## src/rtl/px_fifo.sv

```systemverilog
// px_fifo: Avalon-ST pixel FIFO with SOP/EOP flags, fill level, almost-full and sticky framing error
module px_fifo #(
  parameter int SYMBOLS_PER_BEAT = 3,
  parameter int BITS_PER_SYMBOL = 8,
  parameter int DEPTH = 4,
  parameter int ALMOST_FULL = DEPTH - 1,
  localparam int DATA_WIDTH = SYMBOLS_PER_BEAT * BITS_PER_SYMBOL,
  localparam int LEVEL_WIDTH = $clog2(DEPTH) + 1
) (
  input  logic                   clock,
  input  logic                   reset,
  input  logic [DATA_WIDTH-1:0]  din_data,
  input  logic                   din_valid,
  output logic                   din_ready,
  input  logic                   din_startofpacket,
  input  logic                   din_endofpacket,
  output logic [DATA_WIDTH-1:0]  dout_data,
  output logic                   dout_valid,
  input  logic                   dout_ready,
  output logic                   dout_startofpacket,
  output logic                   dout_endofpacket,
  output logic [LEVEL_WIDTH-1:0] level,
  output logic                   almost_full,
  output logic                   pkt_err
);
  localparam int AW = $clog2(DEPTH);
  logic [DATA_WIDTH+1:0] mem [DEPTH];
  logic [AW-1:0] wr_ptr, rd_ptr;
  logic [LEVEL_WIDTH-1:0] level_nxt;
  logic push, pop, in_pkt;
  always_comb begin
    push = din_valid & din_ready;
    pop = dout_valid & dout_ready;
    level_nxt = (push & !pop) ? level + 1'b1 : (pop & !push) ? level - 1'b1 : level;
  end
  assign dout_valid = level != '0;
  assign {dout_startofpacket, dout_endofpacket, dout_data} = mem[rd_ptr];
  assign almost_full = level >= LEVEL_WIDTH'(ALMOST_FULL);
  always_ff @(posedge clock)
    if (push) mem[wr_ptr] <= {din_startofpacket, din_endofpacket, din_data};
  always_ff @(posedge clock) begin
    if (!reset) begin
      wr_ptr <= '0;
      rd_ptr <= '0;
      level <= '0;
      din_ready <= 1'b1;
      in_pkt <= 1'b0;
      pkt_err <= 1'b0;
    end else begin
      level <= level_nxt;
      din_ready <= level_nxt < LEVEL_WIDTH'(DEPTH);
      if (push) wr_ptr <= wr_ptr + 1'b1;
      if (pop) rd_ptr <= rd_ptr + 1'b1;
      if (push) begin
        in_pkt <= din_startofpacket ? !din_endofpacket : din_endofpacket ? 1'b0 : in_pkt;
        if ((din_startofpacket & !din_endofpacket & in_pkt) | (!din_startofpacket & !in_pkt)) pkt_err <= 1'b1;
      end
    end
  end
endmodule
```

## config.mk

```make
export PLATFORM = sky130hd
export DESIGN_NAME = px_fifo
export DESIGN_NICKNAME = d
export VERILOG_FILES = /design/src/rtl/px_fifo.sv
export SDC_FILE = /design/constraint.sdc
export NUM_CORES = 1
export LEC_CHECK = 0
export CAP_MARGIN = 10
export CORE_ASPECT_RATIO = 1.2
export CORE_UTILIZATION = 55
export CTS_CLUSTER_DIAMETER = 80
export DETAILED_ROUTE_END_ITERATION = 7
export GPL_TIMING_DRIVEN = 0
export PLACE_DENSITY_LB_ADDON = 0.25
export SLEW_MARGIN = 10
export SYNTH_ARGS = -nofsm -noshare
export SYNTH_HDL_FRONTEND = slang
export SYNTH_SLANG_ARGS = --single-unit
```

## constraint.sdc

```tcl
create_clock -name clock -period 3.15 [get_ports clock]
set_input_delay 0.7875 -clock clock [delete_from_list [all_inputs] [get_ports clock]]
set_output_delay 0.7875 -clock clock [all_outputs]
set_load 0.05 [all_outputs]
```

==> impl_results.html <==
<table>
<tr><th>Metric</th><th>Value</th></tr>
<tr><th colspan="2">Route</th></tr>
<tr><td>Vias per std cell</td><td>approximately 5.7</td></tr>
<tr><td>Length of the first detailed-routing pass in iterations</td><td>6</td></tr>
<tr><td>Vias</td><td>around 2300</td></tr>
<tr><td>DRC Markers</td><td>8</td></tr>
<tr><td>Drt wl/cell</td><td>19.5 um</td></tr>
<tr><td>Post-DRT Antenna Nets</td><td>0</td></tr>
<tr><td>Wire length reported by the detailed router</td><td>7.82 mm</td></tr>
<tr><td>Violation count after the first detailed-routing iteration</td><td>between 100 and 150</td></tr>
<tr><th colspan="2">Yosys</th></tr>
<tr><td>Most common cell in the netlist</td><td>sky130_fd_sc_hd__edfxtp_1</td></tr>
<tr><td>Fraction of post-synthesis cell area in the top cell type by area</td><td>70.1%</td></tr>
<tr><td>Top FF cell, synth</td><td>sky130_fd_sc_hd__edfxtp_1</td></tr>
<tr><td>EDFF count, synth</td><td>104</td></tr>
<tr><td>Most numerous cell types in the synthesized netlist</td><td>sky130_fd_sc_hd__edfxtp_1, sky130_fd_sc_hd__mux4_2, sky130_fd_sc_hd__dfxtp_1</td></tr>
<tr><td>Share of synthesized area occupied by flip-flops and latches</td><td>around three quarters</td></tr>
<tr><td>Top cell type by total area after synthesis</td><td>sky130_fd_sc_hd__edfxtp_1</td></tr>
<tr><td>Post-synthesis async set-or-reset flop share</td><td>0%</td></tr>
<tr><td>Synthesized netlist cell count</td><td>approximately 210</td></tr>
<tr><td>Total of flip-flops plus latches after synthesis</td><td>116</td></tr>
<tr><td>Number of distinct standard cells referenced by the synthesized netlist</td><td>28</td></tr>
<tr><td>Number of warnings reported in the yosys synthesis log</td><td>0</td></tr>
<tr><td>Netlist area before placement</td><td>0.00445 sq mm</td></tr>
<tr><td>Mean Syn Cell Area</td><td>20.8 sq um</td></tr>
<tr><td>Syn nets</td><td>254</td></tr>
<tr><td>Leading post-synthesis cells by cell area</td><td>sky130_fd_sc_hd__edfxtp_1, sky130_fd_sc_hd__mux4_2, sky130_fd_sc_hd__dfxtp_1</td></tr>
<tr><th colspan="2">Pwr</th></tr>
<tr><td>Fraction of power spent switching nets</td><td>between 30% and 40%</td></tr>
<tr><td>Peak supply drop</td><td>0.767 mV</td></tr>
<tr><td>Internal power</td><td>3.81 mW</td></tr>
<tr><td>Reg power frac</td><td>34.8%</td></tr>
<tr><td>PwrDens</td><td>slightly below 1000 mW/mm^2</td></tr>
<tr><td>Switching pwr</td><td>1.88 mW</td></tr>
<tr><td>Relative contribution of the clock network to total power</td><td>33.9%</td></tr>
<tr><td>Gate power share</td><td>a little under a third</td></tr>
<tr><td>LEAKAGE</td><td>2.08 nW</td></tr>
<tr><th colspan="2">Final layout</th></tr>
<tr><td>Proportion of layout cells with a drive suffix above 1</td><td>between 10% and 20%</td></tr>
<tr><td>Nets</td><td>335</td></tr>
<tr><td>Area grow syn2layout</td><td>29.9%</td></tr>
<tr><td>Multi-input gate area</td><td>~1000 sq um</td></tr>
<tr><td>Count of inserted antenna diode cells</td><td>0</td></tr>
<tr><td>Sequential cell area</td><td>roughly 0.0034 sq mm</td></tr>
<tr><td>Fill cells</td><td>about 440</td></tr>
<tr><th colspan="2">Clocking</th></tr>
<tr><td>Number of gates resized after cts</td><td>21</td></tr>
<tr><td>Post-CTS repair timing setup buffer count</td><td>0</td></tr>
<tr><td>Clock Pin Slew Worst Setup and Hold Paths</td><td>50 ps</td></tr>
<tr><td>Clock buffer depth</td><td>2</td></tr>
<tr><td>Total of hold buffers inserted after clock tree synthesis</td><td>0</td></tr>
<tr><td>CTS H-tree depth</td><td>4</td></tr>
<tr><td>Clock network latency to the later pin of the worst-skew pair</td><td>510 ps</td></tr>
<tr><td>Total CTS buffers</td><td>17</td></tr>
<tr><td>Clock tree from TritonCTS</td><td>yes</td></tr>
<tr><td>Clock sink count</td><td>116</td></tr>
<tr><td>Clock root cell</td><td>sky130_fd_sc_hd__clkbuf_8</td></tr>
<tr><th colspan="2">Global routing</th></tr>
<tr><td>Remaining global-route overflow</td><td>0</td></tr>
<tr><td>Global-route wire length before repair</td><td>12.3 mm</td></tr>
<tr><td>Via count of the first global-routing pass</td><td>2341</td></tr>
<tr><td>GRT Total Usage</td><td>between 20% and 30%</td></tr>
<tr><td>Maximum number of pins on one net before global-route repair</td><td>27</td></tr>
<tr><td>Number of antenna violations at the first check in global routing</td><td>0</td></tr>
<tr><th colspan="2">Critical path</th></tr>
<tr><td>Critical Path Start Type</td><td>register</td></tr>
<tr><td>Critical path class</td><td>register to primary output</td></tr>
<tr><td>Critical path data arrival time</td><td>around 2200 ps</td></tr>
<tr><td>Worst path required time</td><td>2360 ps</td></tr>
<tr><td>Element type at the critical path end</td><td>primary output</td></tr>
<tr><td>Highest net fanout along the worst path</td><td>5</td></tr>
<tr><th colspan="2">STA</th></tr>
<tr><td>Final hold violations</td><td>0</td></tr>
<tr><td>Shortest period the worst path allows</td><td>between 2000 and 3000 ps</td></tr>
<tr><td>TNS Setup</td><td>0 ps</td></tr>
<tr><td>Final worst clock skew</td><td>5.58 ps</td></tr>
<tr><td>Unrepaired setup endpoints after global routing</td><td>no</td></tr>
<tr><td>Final setup viols</td><td>0</td></tr>
<tr><td>Headroom to the max-slew limit</td><td>52.8%</td></tr>
<tr><td>Peak clock frequency supported by timing</td><td>0.338 GHz</td></tr>
<tr><td>Final worst-path setup slack</td><td>around 190 ps</td></tr>
<tr><td>Actual slew at the worst max-slew pin</td><td>708 ps</td></tr>
<tr><td>Number of max-slew violations in the final report</td><td>0</td></tr>
<tr><td>Final worst path period share</td><td>93.9%</td></tr>
<tr><th colspan="2">Die</th></tr>
<tr><td>Io pins</td><td>63</td></tr>
<tr><td>Area of the placeable core</td><td>0.00775 sq mm</td></tr>
<tr><td>Row Count</td><td>35</td></tr>
<tr><td>Starting density of the core</td><td>a little under three fifths</td></tr>
<tr><td>Area of the die</td><td>between 0.008 and 0.009 sq mm</td></tr>
<tr><td>Width of the chip</td><td>around 84 um</td></tr>
<tr><td>Die boundary height</td><td>just over 100 um</td></tr>
<tr><th colspan="2">Worst hold path</th></tr>
<tr><td>Type of the most critical hold path</td><td>register to register</td></tr>
<tr><th colspan="2">Placed design</th></tr>
<tr><td>Count of buffers from port buffering</td><td>62</td></tr>
<tr><td>Final GP Congestion</td><td>0.727</td></tr>
<tr><td>HPWL after detailed placement</td><td>4.48 mm</td></tr>
<tr><td>Pre-CTS setup slack</td><td>435 ps</td></tr>
<tr><th colspan="2">Outcome</th></tr>
<tr><td>Failing checks</td><td>DRC</td></tr>
<tr><td>Run status</td><td>finished, violations left</td></tr>
<tr><th colspan="2">Flow run</th></tr>
<tr><td># Max-Cap Violations</td><td>0</td></tr>
</table>
==> metal layers <==
metal  vias up  GRT usage (%)  share of wire [%]
met5         -              0                  0
met4         0           9.95                1.6
met3        12           6.72                5.3
met2        66           35.1                 53
met1      1157           24.4                 40
li1       1034              -                  -
==> per-stage QoR <==
step	cells	util [%]	total power, mW	instance area (sq um)	hold WS (ps)
floorplan	214	-	3.32	4450	449
global placement	368	67.0	3.86	5190	434
detailed placement	368	67.0	3.89	5190	475
CTS	400	74.5	5.74	5770	488
global route	400	74.7	5.90	5790	508
finish	400	74.7	5.69	5790	477
==> cell type report <==
cell class	instances	share of cell area [%]
clock buffer	18	7.22
multi-input combinational	80	17.0
timing repair buffer	62	10.5
inverter	12	0.778
sequential	116	58.1
clock inverter	14	3.20
buffer	6	1.15
tap	92	1.99
==> power groups by stage <==
stage | combinational (mW) | clock [mW] | sequential [mW]
4_1_cts | 1.81 | 1.95 | 1.98
6_report | 1.78 | 1.93 | 1.98
5_1_grt | 1.89 | 2.01 | 2.00
3_3_place_gp | 1.86 | 0 | 2.00
3_5_place_dp | 1.89 | 0 | 2.00
2_1_floorplan | 1.27 | 0 | 2.06
==> registers in the layout, summed over array words and instances, names as in the netlist, named ones only <==
signal     flops
in_pkt         1
din_ready      1
rd_ptr         2
level          2
wr_ptr         2
pkt_err        1
mem          104
==> layout by cell type (no fill, tap or decap), types with 4 or more instances in the layout <==
cell,count
sky130_fd_sc_hd__mux4_2,20
sky130_fd_sc_hd__nand2_1,9
sky130_fd_sc_hd__nor2_1,5
sky130_fd_sc_hd__dlygate4sd2_1,21
sky130_fd_sc_hd__clkinv_2,4
sky130_fd_sc_hd__o21ai_0,4
sky130_fd_sc_hd__dfxtp_1,12
sky130_fd_sc_hd__bufinv_16,4
sky130_fd_sc_hd__edfxtp_1,104
sky130_fd_sc_hd__dlymetal6s2s_1,6
sky130_fd_sc_hd__clkbuf_16,16
sky130_fd_sc_hd__inv_1,11
sky130_fd_sc_hd__clkdlybuf4s50_1,35
sky130_fd_sc_hd__and3_2,4
sky130_fd_sc_hd__mux4_1,6
sky130_fd_sc_hd__a21oi_1,8
sky130_fd_sc_hd__ha_1,10
==> logic make-up (layout without fill, tap and decap cells) <==
| logic type | Yosys count | count (layout) | synth area share (%) |
|---|---|---|---|
| xor+xnor | 3 | 3 | 0.590 |
| flops | 116 | 116 | 75.5 |
| buf+inv | 18 | 112 | 2.50 |
| fa+ha+maj | 10 | 10 | 2.81 |
| compound gates | 16 | 16 | 2.08 |
| mux | 27 | 27 | 13.9 |
| simple gates | 24 | 24 | 2.64 |
==> critical path, stage by stage, from the launching register on <==
cell and delay (ps):
sky130_fd_sc_hd__dfxtp_1 400, sky130_fd_sc_hd__ha_1 180, sky130_fd_sc_hd__ha_1 140, sky130_fd_sc_hd__nor2_1 40, sky130_fd_sc_hd__o21ai_0 80, sky130_fd_sc_hd__clkdlybuf4s50_1 820
==> final timing paths <==
kind	from	end	slack (ps)	depth (start not counted)
worst max-delay path	level[0]	almost_full	190	5
worst min-delay path	pkt_err	pkt_err	480	2
worst max register to register	level[0]	level[1]	1320	9
worst min register to register	pkt_err	pkt_err	480	2
Power figures use the tool's default switching activity.
